$ cat config.mk
export PLATFORM = sky130hd
export DESIGN_NAME = uart_tx_flat
export DESIGN_NICKNAME = d
export VERILOG_FILES = /design/src/rtl/uart_pkg.sv /design/src/rtl/uart_tx_if.sv /design/src/rtl/uart_baud_counter.sv /design/src/rtl/uart_tx.sv /design/src/flat_wrapper.sv
export SDC_FILE = /design/constraint.sdc
export NUM_CORES = 1
export LEC_CHECK = 0
export CORE_MARGIN = 4
export CORE_UTILIZATION = 45
export CTS_CLUSTER_SIZE = 12
export DETAILED_ROUTE_END_ITERATION = 10
export PLACE_DENSITY = 0.71
export SYNTH_ARGS = -nofsm -noshare
export SYNTH_HDL_FRONTEND = slang
export SYNTH_SLANG_ARGS = --single-unit
$ cat constraint.sdc
create_clock -name UART_TX_CLOCK_50 -period 1.53 [get_ports UART_TX_CLOCK_50]
set_input_delay 0.306 -clock UART_TX_CLOCK_50 [delete_from_list [all_inputs] [get_ports UART_TX_CLOCK_50]]
set_output_delay 0.306 -clock UART_TX_CLOCK_50 [all_outputs]
set_load 0.01 [all_outputs]
$ cat src/rtl/uart_pkg.sv
// uart_pkg: definitions shared by the UART transmitter and receiver.
//   - uart_state_e : binary-encoded frame states (IDLE=0 .. CLEANUP=4)
//   - UART_CPB_*   : clock cycles per bit at 50 MHz for supported baud rates
//   - cnt_width()  : counter width for a given modulus (never below 1 bit)
package uart_pkg;

  localparam int UART_STATE_SIZE = 3;

  typedef enum logic [UART_STATE_SIZE-1:0] {
    ST_IDLE    = 3'd0,
    ST_START   = 3'd1,
    ST_DATA    = 3'd2,
    ST_STOP    = 3'd3,
    ST_CLEANUP = 3'd4
  } uart_state_e;

  localparam int UART_CPB_115200 = 434;
  localparam int UART_CPB_57600  = 868;
  localparam int UART_CPB_19200  = 2604;
  localparam int UART_CPB_9600   = 5208;

  // Width of a counter running 0..n-1; a 1-bit floor keeps n=1 legal.
  function automatic int cnt_width(input int n);
    if (n > 1) begin
      return $clog2(n);
    end else begin
      return 1;
    end
  endfunction

endpackage

$ cat src/rtl/uart_tx_if.sv
// uart_tx_if: parallel-side and line-side signals of the UART transmitter.
//   UART_TX_newData_InHigh : start strobe (master -> slave)
//   UART_TX_data_In        : byte to send (master -> slave)
//   UART_TX_tx_Out         : serial line, idle high (slave -> master)
//   UART_TX_busy_Out       : frame in progress (slave -> master)
//   UART_TX_done_Out       : one-cycle end-of-frame pulse (slave -> master)
interface uart_tx_if #(
  parameter int DATAWIDTH_BUS = 8
) ();
  logic                     UART_TX_newData_InHigh;
  logic [DATAWIDTH_BUS-1:0] UART_TX_data_In;
  logic                     UART_TX_tx_Out;
  logic                     UART_TX_busy_Out;
  logic                     UART_TX_done_Out;

  modport master (
    output UART_TX_newData_InHigh,
    output UART_TX_data_In,
    input  UART_TX_tx_Out,
    input  UART_TX_busy_Out,
    input  UART_TX_done_Out
  );

  modport slave (
    input  UART_TX_newData_InHigh,
    input  UART_TX_data_In,
    output UART_TX_tx_Out,
    output UART_TX_busy_Out,
    output UART_TX_done_Out
  );
endinterface

$ cat src/rtl/uart_baud_counter.sv
// uart_baud_counter: counts 0..CLOCK_PER_BIT-1 while enabled and flags the
// last count of each bit period.
//   clk, rst_n : clock, asynchronous active-low reset
//   clear      : force the count back to 0 (wins over enable)
//   enable     : advance the count this cycle
//   tick       : high in the final cycle of a bit period (enable && count==last)
module uart_baud_counter
  import uart_pkg::*;
#(
  parameter int CLOCK_PER_BIT = 434
) (
  input  logic clk,
  input  logic rst_n,
  input  logic clear,
  input  logic enable,
  output logic tick
);

  localparam int CW = cnt_width(CLOCK_PER_BIT);
  localparam logic [CW-1:0] LAST = CW'(CLOCK_PER_BIT - 1);

  logic [CW-1:0] count_r;

  assign tick = enable && (count_r == LAST);

  // Bit-period counter; wraps to 0 on the terminal count, never past it.
  always_ff @(posedge clk or negedge rst_n) begin
    if (!rst_n) begin
      count_r <= '0;
    end else if (clear) begin
      count_r <= '0;
    end else if (enable) begin
      if (count_r == LAST) begin
        count_r <= '0;
      end else begin
        count_r <= count_r + 1'b1;
      end
    end else begin
      count_r <= count_r;
    end
  end

endmodule

$ cat src/rtl/uart_tx.sv
// uart_tx: 8N1-style UART transmitter. A strobe accepted in IDLE captures the
// byte; the frame is start bit (0), DATAWIDTH_BUS data bits LSB first, stop
// bit (1), then a one-cycle CLEANUP state that pulses done.
//   UART_TX_CLOCK_50    : system clock, rising edge
//   UART_TX_RESET_InLow : asynchronous reset, active-low
//   bus                 : uart_tx_if slave (strobe/data in, tx/busy/done out)
// All three outputs are flops whose next values are decoded from the
// next-state values, so tx never glitches and changes with the state.
module uart_tx
  import uart_pkg::*;
#(
  parameter int CLOCK_PER_BIT = 434,
  parameter int DATAWIDTH_BUS = 8,
  parameter int STATE_SIZE    = 3
) (
  input  logic    UART_TX_CLOCK_50,
  input  logic    UART_TX_RESET_InLow,
  uart_tx_if.slave bus
);

  if (STATE_SIZE != UART_STATE_SIZE) begin : g_state_size_check
    $error("uart_tx: STATE_SIZE must match uart_pkg state encoding width");
  end

  localparam int IW = cnt_width(DATAWIDTH_BUS);
  localparam logic [IW-1:0] LAST_IDX = IW'(DATAWIDTH_BUS - 1);

  uart_state_e              state_r, state_s;
  logic [DATAWIDTH_BUS-1:0] shift_r, shift_s;
  logic [IW-1:0]            idx_r, idx_s;
  logic                     tx_r, tx_s;
  logic                     busy_r, busy_s;
  logic                     done_r, done_s;
  logic                     tick_s;
  logic                     cnt_en_s;
  logic                     cnt_clr_s;

  // The counter only runs during timed bit periods and sits at 0 otherwise,
  // so the first START cycle always sees count 0.
  assign cnt_en_s  = (state_r == ST_START) || (state_r == ST_DATA) || (state_r == ST_STOP);
  assign cnt_clr_s = !cnt_en_s;

  uart_baud_counter #(
    .CLOCK_PER_BIT(CLOCK_PER_BIT)
  ) u_baud (
    .clk    (UART_TX_CLOCK_50),
    .rst_n  (UART_TX_RESET_InLow),
    .clear  (cnt_clr_s),
    .enable (cnt_en_s),
    .tick   (tick_s)
  );

  // State, shift register, bit index and output flops.
  always_ff @(posedge UART_TX_CLOCK_50 or negedge UART_TX_RESET_InLow) begin
    if (!UART_TX_RESET_InLow) begin
      state_r <= ST_IDLE;
      shift_r <= '0;
      idx_r   <= '0;
      tx_r    <= 1'b1;
      busy_r  <= 1'b0;
      done_r  <= 1'b0;
    end else begin
      state_r <= state_s;
      shift_r <= shift_s;
      idx_r   <= idx_s;
      tx_r    <= tx_s;
      busy_r  <= busy_s;
      done_r  <= done_s;
    end
  end

  // Next-state logic, then output decode from the next state.
  always_comb begin
    state_s = state_r;
    shift_s = shift_r;
    idx_s   = idx_r;
    tx_s    = 1'b1;
    busy_s  = 1'b0;
    done_s  = 1'b0;

    case (state_r)
      ST_IDLE: begin
        // The strobe is only looked at here, so strobes mid-frame are dropped.
        if (bus.UART_TX_newData_InHigh) begin
          shift_s = bus.UART_TX_data_In;
          state_s = ST_START;
        end else begin
          state_s = ST_IDLE;
        end
      end
      ST_START: begin
        if (tick_s) begin
          idx_s   = '0;
          state_s = ST_DATA;
        end else begin
          state_s = ST_START;
        end
      end
      ST_DATA: begin
        if (tick_s) begin
          shift_s = shift_r >> 1;
          if (idx_r == LAST_IDX) begin
            state_s = ST_STOP;
          end else begin
            idx_s = idx_r + 1'b1;
          end
        end else begin
          state_s = ST_DATA;
        end
      end
      ST_STOP: begin
        if (tick_s) begin
          state_s = ST_CLEANUP;
        end else begin
          state_s = ST_STOP;
        end
      end
      ST_CLEANUP: begin
        state_s = ST_IDLE;
      end
      default: begin
        state_s = ST_IDLE;
      end
    endcase

    busy_s = (state_s != ST_IDLE);
    done_s = (state_s == ST_CLEANUP);
    case (state_s)
      ST_START: tx_s = 1'b0;
      ST_DATA:  tx_s = shift_s[0];
      default:  tx_s = 1'b1;
    endcase
  end

  assign bus.UART_TX_tx_Out   = tx_r;
  assign bus.UART_TX_busy_Out = busy_r;
  assign bus.UART_TX_done_Out = done_r;

endmodule

$ cat src/flat_wrapper.sv
// flat-port wrapper written by rule: the top's interface ports become plain ports
module uart_tx_flat import uart_pkg::*;
#(
  parameter int CLOCK_PER_BIT = 434,
  parameter int DATAWIDTH_BUS = 8,
  parameter int STATE_SIZE    = 3
)
  (UART_TX_CLOCK_50, UART_TX_RESET_InLow, bus_UART_TX_newData_InHigh, bus_UART_TX_data_In, bus_UART_TX_tx_Out, bus_UART_TX_busy_Out, bus_UART_TX_done_Out);
  uart_tx_if #(.DATAWIDTH_BUS(DATAWIDTH_BUS)) bus_i ();
  input  logic UART_TX_CLOCK_50;
  input  logic UART_TX_RESET_InLow;
  input wire logic [$bits(bus_i.UART_TX_newData_InHigh)-1:0] bus_UART_TX_newData_InHigh;
  input wire logic [$bits(bus_i.UART_TX_data_In)-1:0] bus_UART_TX_data_In;
  output wire logic [$bits(bus_i.UART_TX_tx_Out)-1:0] bus_UART_TX_tx_Out;
  output wire logic [$bits(bus_i.UART_TX_busy_Out)-1:0] bus_UART_TX_busy_Out;
  output wire logic [$bits(bus_i.UART_TX_done_Out)-1:0] bus_UART_TX_done_Out;
  assign bus_i.UART_TX_newData_InHigh = bus_UART_TX_newData_InHigh;
  assign bus_i.UART_TX_data_In = bus_UART_TX_data_In;
  assign bus_UART_TX_tx_Out = bus_i.UART_TX_tx_Out;
  assign bus_UART_TX_busy_Out = bus_i.UART_TX_busy_Out;
  assign bus_UART_TX_done_Out = bus_i.UART_TX_done_Out;
  uart_tx #(.CLOCK_PER_BIT(CLOCK_PER_BIT), .DATAWIDTH_BUS(DATAWIDTH_BUS), .STATE_SIZE(STATE_SIZE)) u_core (.UART_TX_CLOCK_50(UART_TX_CLOCK_50), .UART_TX_RESET_InLow(UART_TX_RESET_InLow), .bus(bus_i));
endmodule
== Word level (Yosys, flattened, before mapping) ==
Cells that the tools add are included.

* Memories: 0
* Bits in read-only memories: 0
* Logic and storage cells: 47
* Flip-flop bits (word level): 26
* Bits in latches: 0
* Output and inout bits: 3
* Bits in writable memories: 0

* Multiplexer cells: 16
* Multipliers: 0
* Equal/unequal tests: 12
* Add/sub/neg operators: 2
* Bitwise logic cells: 0
* Shift-type cells: 0
* Magnitude comparators: 0
* Reductions and logical operators: 9
* Div/mod/pow operators: 0

{| class="wikitable"
|+ Operators by type and width
! operator !! number
|-
| 3-bit two-way mux || 6
|-
| 9-bit two-way mux || 2
|-
| 8-bit two-way mux || 2
|-
| 8-bit one-hot mux with 2 select lines || 1
|-
| 3-bit one-hot mux with 4 select lines || 1
|-
| 9-bit by 1-bit adder with 9-bit output, second input constant || 1
|-
| 3-bit by 2-bit equality test with 1-bit output, second input constant || 3
|-
| 9-bit equality test, second input constant || 1
|-
| 3-bit by 1-bit equality test with 1-bit output, second input constant || 2
|-
| 3-bit equality test, second input constant || 2
|-
| 3-bit one-hot mux with 2 select lines || 1
|-
| 2-bit by 1-bit inequality test with 1-bit output, second input constant || 2
|-
| 2-bit inequality test, second input constant || 2
|-
| 4-bit AND reduction || 1
|-
| 2-bit nonzero test || 2
|-
| 3-bit by 1-bit adder with 3-bit output, second input constant || 1
|-
| 3-bit logical NOT || 1
|-
| 3-bit AND reduction || 1
|-
| 3-bit nonzero test || 1
|-
| 1-bit logical OR || 2
|-
| 2-bit two-way mux || 1
|-
| 1-bit one-hot mux with 2 select lines || 1
|-
| 1-bit logical AND || 1
|-
| 1-bit two-way mux || 1
|}

== Logic depth before layout (Yosys ltp) ==
Gate-level depths: netlist of run 1.

* Word-level depth: 8
* Mapped depth: 7
* Mapped depth without buffers: 6

== Hierarchy ==
From an unflattened synthesis of run 1, not the netlist that was laid out.

* Cells, all modules: 131
* Area total of the unflattened synthesis: 1,415.1 µm²

{| class="wikitable"
|+ Modules (own cells, without submodules)
! module !! times used !! seq. area each (µm²) !! cells an instance !! area an instance (µm²)
|-
| uart_tx || 1 || 426.7 || 79 || 882.1
|-
| uart_baud_counter || 1 || 225.2 || 52 || 533.0
|}

== Worst setup path before layout of run 1 ==
Ideal clock, no wire load.

* Path type: reg-to-reg
* Start: register u_core.u_baud.count_r[0]
* End: register u_core.idx_r[0]
* Cell stages (with the launch flop): 7
* Arrival: 1.471 ns
* Setup slack: -0.066 ns
* Period minus slack after synthesis: 1.596 ns
* Path through: dfrtp_1 ha_1 and4b_4 and3_1 buf_6 nor4b_4 mux2_2

* Word-level cells in the longest chain between the ends: 4
* Elaborated cells on any way between the ends: 5
* Classes of those cells: 3 x eq/ne; 2 x reduce/logical

{| class="wikitable"
|+ RTL lines
! element !! line !! RTL
|-
| start, declared || uart_baud_counter.sv:22 || <nowiki>logic [CW-1:0] count_r;</nowiki>
|-
| start signal, assigned || uart_baud_counter.sv:36 || <nowiki>count_r <= count_r + 1'b1;</nowiki>
|-
| start signal, assigned || uart_baud_counter.sv:39 || <nowiki>count_r <= count_r;</nowiki>
|-
| 9-bit equality test * || uart_baud_counter.sv:24 || <nowiki>assign tick = enable && (count_r == LAST);</nowiki>
|-
| 1-bit logical AND * || uart_baud_counter.sv:24 ||
|-
| 2-bit by 1-bit inequality test with 1-bit output (no source line) || -- ||
|-
| 4-bit AND reduction (no source line) * || -- ||
|-
| end signal, assigned || uart_tx.sv:65 || <nowiki>idx_r <= idx_s;</nowiki>
|-
| end, declared || uart_tx.sv:30 || <nowiki>logic [IW-1:0] idx_r, idx_s;</nowiki>
|}

Every way passes the cells marked *; elsewhere a longest branch is shown, timed or not.
A chain may end at the register's enable or synchronous reset.

== Worst setup path after layout of run 1 ==
* Start: register u_core.u_baud.count_r[1]
* End: register u_core.idx_r[1]

The elaborated chain is that of the path after synthesis.

==> reports/results.tsv, run 1 <==
stage	metric	value	unit
run_status	status	finished with violations	
run_status	failing checks	negative setup slack	
detailed_routing	DR iter-0 viols	40	
sta	Setup WS post-layout	-0.0176	ns
clock_network	CTS max path bufs	2	
synthesis	Synth Instances	119	
detailed_routing	WL/cell	14.5	um
placement	Placed Cells	176	
worst_hold_path	class of the worst hold path	in -> async	
global_route	M3 GR Usage	2.48	%
detailed_routing	routed vias	963	
worst_setup_path	Slowest-stage cell, CP	dfrtp_1	
clock_network	H-tree levels	1	
final_layout	commonest cells after routing, fill and taps aside	dfrtp_1, buf_4, nand2_1, nor2_1, clkdlybuf4s50_1	
floorplan	die outline width	61.8	um
clock_network	Clk Latency, worst-skew pair	0.32	ns
power	cell leakage power	0.773	nW
worst_setup_path	CP peak stage delay	0.41	ns
final_layout	number of fill cells	234	
global_route	vias in the first global route	992	
global_route	GRT Max-Usage Layer	met2	
synthesis	number of synthesized flops with an enable pin	0	
synthesis	Synth cell types	37	
synthesis	Synth Warn #	0	
detailed_routing	iteration count of the initial detailed-routing pass	5	
worst_setup_path	CP Launch Type	flop	
final_layout	Multi-input gate area	691	sq um
floorplan	initial core utilization	47.2	%
placement	Port Buffers	13	
global_route	initial antenna violation count	0	
global_route	met2 Use GR	26.3	%
placement	GPL Wtd Cong	0.838	
sta	WHS	0.349	ns
detailed_routing	Detailed Route WL	2.64	mm
sta	RSZ-0062 raised after global routing	true	
global_route	largest net degree at the start of global routing	27	
floorplan	Die H	61.8	um
clock_network	hold_buf cts	0	
clock_network	clock root buffer	clkbuf_4	
worst_setup_path	critical path type	reg -> reg	
global_route	first-pass GRT wire length	4.28	mm
global_route	M1 GR Usage	18.9	%
worst_setup_path	CP top delay family	simple AND/OR/NAND/NOR gates	
synthesis	syn_area_per_cell	10.9	sq um
final_layout	commonest non-fill, non-tap cell in the layout	dfrtp_1	
floorplan	I/O Pins	14	
floorplan	die area	0.00382	sq mm
power	PD cells	1080	mW/mm^2
synthesis	flops & latches, synth	26	
worst_setup_path	WP buf/inv	1	
sta	final hold vios	0	
detailed_routing	# DRC	0	
worst_setup_path	Crit. End Element	flop	
sta	Worst Skew	0.00625	ns
sta	maximum clock rate	646	MHz
final_layout	ANT cells	0	
final_layout	share of layout cells above drive strength 1	33.1	%
synthesis	leading area contributor after synthesis	dfrtp_1	
final_layout	sequential cell area	652	sq um
final_layout	area grow syn2layout	32.9	%
synthesis	syn_nets	134	
clock_network	Clock transition at path regs	0.14	ns
floorplan	core box area	0.00276	sq mm
placement	HPWL after DPL	1.84	mm
synthesis	top cells by area, synth	dfrtp_1, nor2_1, nand2_1	
clock_network	clk sinks	26	
worst_setup_path	Critical Path RT	1.79	ns
global_route	Total Routing Usage GR	15.3	%
synthesis	sequential-to-total area share from yosys stat	50.1	%
final_layout	post-route insts no fill	182	
detailed_routing	final antenna-violating net count	0	
synthesis	Synth async-reset ratio	100	%
detailed_routing	vias per cell	5.29	
sta	Rel. slew slack	76.9	%
sta	Slew @ Worst Pin	0.346	ns
synthesis	Mapped Area	0.00130	sq mm
synthesis	post-synth top area share	48.1	%
floorplan	Rows	19	
worst_setup_path	critical path cell sequence	inv_2 -> ha_4 -> and4b_4 -> and3_4 -> nor4b_4 -> a22o_1	
power	Total Power	1.87	mW
synthesis	Top FF cell, synth	dfrtp_1	
worst_setup_path	CP arrival	1.81	ns
sta	final setup fails	3	
worst_setup_path	CP Max Fanout	3	
final_layout	Total Nets Final	167	
clock_network	CTS buffer count	3	
sta	post-route minimum period	1.55	ns
sta	Final period util	101	%
sta	Pins Over Slew Limit	0	
power	Peak supply drop	0.719	mV
global_route	Remaining Overflow, GRT	0	
flow_run	Max Cap Viol	0	
clock_network	CTS tree	done	
## flip-flops by register name (all words and copies together) (netlist names)
register                     cells
u_core.bus.UART_TX_busy_Out      1
u_core.bus.UART_TX_done_Out      1
u_core.bus.UART_TX_tx_Out        1
u_core.idx_r                     3
u_core.shift_r                   8
u_core.u_baud.count_r            9
u_core.state_r                   3
## kinds of logic (layout without fill, tap and decap cells)
kind of cell	after synthesis	after routing	share of synthesized area, %
AND/OR/NAND/NOR	55	56	24.5
flip-flops	26	26	50.1
AO/OA/AOI/OAI	15	15	9.90
buffers and inverters	9	40	4.52
XOR/XNOR	8	8	5.38
adder cells (fa/ha/maj)	4	4	3.85
multiplexers	2	2	1.73
## path summary, 6_finish.rpt
| kind | startpoint | endpoint | slack [ns] | cells past startpoint |
|---|---|---|---|---|
| min reg2reg | u_core.shift_r[6] | u_core.shift_r[6] | 0.50 | 2 |
| max reg2reg | u_core.u_baud.count_r[1] | u_core.idx_r[1] | -0.02 | 6 |
| max in group asynchronous | UART_TX_RESET_InLow | u_core.bus.UART_TX_tx_Out | 0.89 | 2 |
| min | UART_TX_RESET_InLow | u_core.u_baud.count_r[2] | 0.35 | 2 |
| min in group UART_TX_CLOCK_50 | u_core.shift_r[6] | u_core.shift_r[6] | 0.50 | 2 |
| max | u_core.u_baud.count_r[1] | u_core.idx_r[1] | -0.02 | 6 |
## repair_timing
item | 4_1_cts | 5_1_grt
setup endpoints to repair | 17 | 23
resized for setup | 8 | 14
pin swaps | 6 | 4
buffers inserted | 1 | 1
hold endpoints to repair | 0 | 0
gates cloned | 0 | 1
## metal layers
metal	share of wire (%)	wire, um	vias to the layer above
met2	53	1390	12
met4	0.49	13	0
met3	3.5	93	2
li1	-	-	475
met5	0	0	-
met1	43	1140	474
## metrics by stage
step	util [%]	TNS (ns)	worst slack (ns)	instance area, sq um
2_1_floorplan	-	-0.275	-0.0485	1310
3_3_place_gp	56.9	-0.966	-0.110	1570
6_report	62.7	-0.0286	-0.0176	1730
4_1_cts	59.9	-0.149	-0.0445	1650
5_1_grt	62.7	-0.534	-0.103	1730
3_5_place_dp	56.9	-1.91	-0.201	1570
## synthesized netlist by cell type (3+ instances only)
master	number
a22oi_1	6
and3_1	3
dfrtp_1	25
ha_1	4
inv_1	3
nand2_1	15
nand3_1	4
nor2_1	16
nor3_1	3
xnor2_1	5
xor2_1	3
## where the power goes
group	leakage (nW)	internal [mW]	switching (mW)
clock	0.0279	0.265	0.205
sequential	0.332	0.811	0.0849
combinational	0.412	0.271	0.232
total	0.773	1.35	0.522
## final cells by class
type / count / area share [%]
multi-input cells: 85 / 39.9
flip-flops and latches: 26 / 37.7
repair buffers: 33 / 16.4
well taps: 31 / 2.24
clock inverters: 1 / 1.74
clock buffers: 3 / 1.30
inverters: 3 / 0.651
Note: power is estimated with default switching activity, not from simulation.
==> run 2: changes to the inputs <==
--- a/config.mk
+++ b/config.mk
@@ -5,8 +5,10 @@
 export SDC_FILE = /design/constraint.sdc
 export NUM_CORES = 1
 export LEC_CHECK = 0
+export CORE_ASPECT_RATIO = 0.9
 export CORE_MARGIN = 4
 export CORE_UTILIZATION = 45
+export CTS_CLUSTER_DIAMETER = 60
 export CTS_CLUSTER_SIZE = 12
 export DETAILED_ROUTE_END_ITERATION = 10
 export PLACE_DENSITY = 0.71
==> run 2 against run 1 <==
The run still ends with negative setup slack left. Final area is 1.3% higher. Critical path depth unchanged. Worst hold slack better by 0.012 ns. Worst setup slack lost 0.093 ns. Critical path type unchanged.
==> reports/results.tsv, run 2 (synthesized netlist as in run 1, its figures left out) <==
stage	metric	value	unit	change
sta	final hold vios	0		unchanged
clock_network	clk sinks	26		unchanged
sta	WHS	0.361	ns	+0.0122 ns
final_layout	area grow syn2layout	34.6	%	
power	cell leakage power	0.805	nW	+4.1%
worst_setup_path	Crit. End Element	flop		
clock_network	CTS max path bufs	2		unchanged
floorplan	die area	0.00382	sq mm	about the same
worst_setup_path	CP Max Fanout	6		+3
worst_hold_path	class of the worst hold path	in -> async		
final_layout	share of layout cells above drive strength 1	35.5	%	+2.4 points
sta	Setup WS post-layout	-0.111	ns	-0.0931 ns
final_layout	number of fill cells	225		-3.8%
sta	Slew @ Worst Pin	0.333	ns	-0.0126 ns
placement	Port Buffers	13		unchanged
sta	Pins Over Slew Limit	0		unchanged
detailed_routing	iteration count of the initial detailed-routing pass	4		-1
placement	Place WS	-0.187	ns	+0.0133 ns
sta	maximum clock rate	610	MHz	-5.7%
floorplan	Die H	59.0	um	-4.5%
final_layout	Top reg by flops	u_core.u_baud.count_r		
final_layout	post-route insts no fill	195		+7.1%
power	Peak supply drop	1.07	mV	+49%
floorplan	initial core utilization	47.4	%	+0.17 points
floorplan	Rows	18		-1
run_status	status	finished with violations		
global_route	vias in the first global route	984		-0.81%
global_route	first-pass GRT wire length	4.41	mm	+2.9%
worst_setup_path	critical path type	reg -> reg		
final_layout	Util after Layout	63.8	%	+1.0 points
final_layout	Total Nets Final	171		+2.4%
worst_setup_path	CP Launch Type	flop		
detailed_routing	Detailed Route WL	2.62	mm	-0.87%
sta	Worst Skew	0.00642	ns	+0.000163 ns
final_layout	biggest regs	u_core.u_baud.count_r (9), u_core.shift_r (8)		
placement	HPWL after DPL	1.75	mm	-5.0%
floorplan	I/O Pins	14		unchanged
run_status	failing checks	negative setup slack		
placement	GPL Wtd Cong	0.812		-3.0%
final_layout	commonest cells after routing, fill and taps aside	dfrtp_1, buf_4, nand2_1		
detailed_routing	vias per cell	5.08		-4.0%
detailed_routing	routed vias	991		+2.9%
detailed_routing	WL/cell	13.4	um	-7.5%
clock_network	CTS tree	done		
sta	final setup fails	15		+12
final_layout	ANT cells	0		unchanged
floorplan	die outline width	64.7	um	+4.7%
worst_setup_path	Critical Path RT	1.74	ns	-0.05 ns
sta	TNS Setup	-1.05	ns	-1.02 ns
global_route	largest net degree at the start of global routing	27		unchanged
detailed_routing	# DRC	0		unchanged
sta	Rel. slew slack	77.7	%	+0.84 points
detailed_routing	final antenna-violating net count	0		unchanged
clock_network	H-tree levels	1		unchanged
worst_setup_path	CP arrival	1.86	ns	+0.05 ns
global_route	initial antenna violation count	0		unchanged
power	PD cells	1010	mW/mm^2	-6.2%
sta	Final period util	107	%	+6.1 points
clock_network	clock root buffer	clkbuf_4		
global_route	Remaining Overflow, GRT	0		unchanged
sta	RSZ-0062 raised after global routing	true		
clock_network	CTS buffer count	3		unchanged
clock_network	Clock transition at path regs	0.14	ns	about the same
sta	post-route minimum period	1.64	ns	+0.0931 ns
detailed_routing	DR iter-0 viols	63		+57%
global_route	Total Routing Usage GR	14.9	%	-0.36 points
flow_run	Max Cap Viol	0		unchanged
final_layout	number of flip-flops in the largest register	9		unchanged
floorplan	core box area	0.00275	sq mm	-0.36%
final_layout	commonest non-fill, non-tap cell in the layout	dfrtp_1		
clock_network	Clk Latency, worst-skew pair	0.32	ns	about the same
placement	Placed Cells	185		+5.1%
-- run 2: cell count changes in the layout (fill, tap and decap cells not counted), sizes merged --
| cell | before | now |
|---|---|---|
| bufinv | 1 | 0 |
| dlygate4sd2 | 2 | 1 |
| dlymetal6s2s | 1 | 2 |
| buf | 20 | 24 |
| clkbuf | 3 | 4 |
-- run 2: final timing paths --
check | from | endpoint | slack (ns) | cells past startpoint
worst max-delay path | u_core.u_baud.count_r[1] | u_core.idx_r[0] | -0.11 | 6
worst min-delay path | UART_TX_RESET_InLow | u_core.bus.UART_TX_busy_Out | 0.36 | 2
worst max register to register | u_core.u_baud.count_r[1] | u_core.idx_r[0] | -0.11 | 6
worst min register to register | u_core.shift_r[3] | u_core.shift_r[3] | 0.49 | 2
max in group asynchronous | UART_TX_RESET_InLow | u_core.bus.UART_TX_tx_Out | 0.88 | 2
min in group UART_TX_CLOCK_50 | u_core.shift_r[3] | u_core.shift_r[3] | 0.49 | 2
-- run 2: worst max-delay path: stages (launching register included) --
cell,delay (ns)
dfrtp_1,0.40
inv_1,0.08
ha_2,0.17
and4b_4,0.26
and2_4,0.19
nand3b_1,0.15
mux2_4,0.29
-- run 2: final cells by class --
class	count	area, sq um	share of cell area (%)
multi-input cells	85	681	38.9
clock buffers	4	36.3	2.07
flip-flops and latches	26	652	37.2
repair buffers	37	322	18.4
well taps	40	50.0	2.86
inverters	3	11.3	0.643
-- run 2: metrics by stage --
stage / power (mW) / area (sq um)
2_1_floorplan: 1.12 / 1310
3_3_place_gp: 1.29 / 1580
3_5_place_dp: 1.32 / 1580
4_1_cts: 1.70 / 1650
5_1_grt: 1.89 / 1750
6_report: 1.78 / 1750
-- run 2: layer usage --
metal	vias up	wire length [um]	global-route usage [%]
met5	-	0	0
met4	0	10	3.01
met2	16	1320	25.1
li1	480	-	-
met3	2	105	4.93
met1	493	1180	19.0
-- run 2: timing repair --
action / in CTS / in global routing
hold buffers: 0 / 0
hold endpoints to repair: 0 / 0
setup endpoints to repair: 16 / 23
gates resized for setup: 3 / 19
gates cloned: 1 / 0
pin swaps: 3 / 9
setup buffers: 2 / 4
-- run 2: report_power, final --
group / switching (mW) / total (mW) / internal, mW / leakage, nW
Sequential: 0.0777 / 0.888 / 0.810 / 0.332
Clock: 0.199 / 0.344 / 0.145 / 0.0210
Combinational: 0.243 / 0.543 / 0.300 / 0.451
Total: 0.519 / 1.78 / 1.26 / 0.805
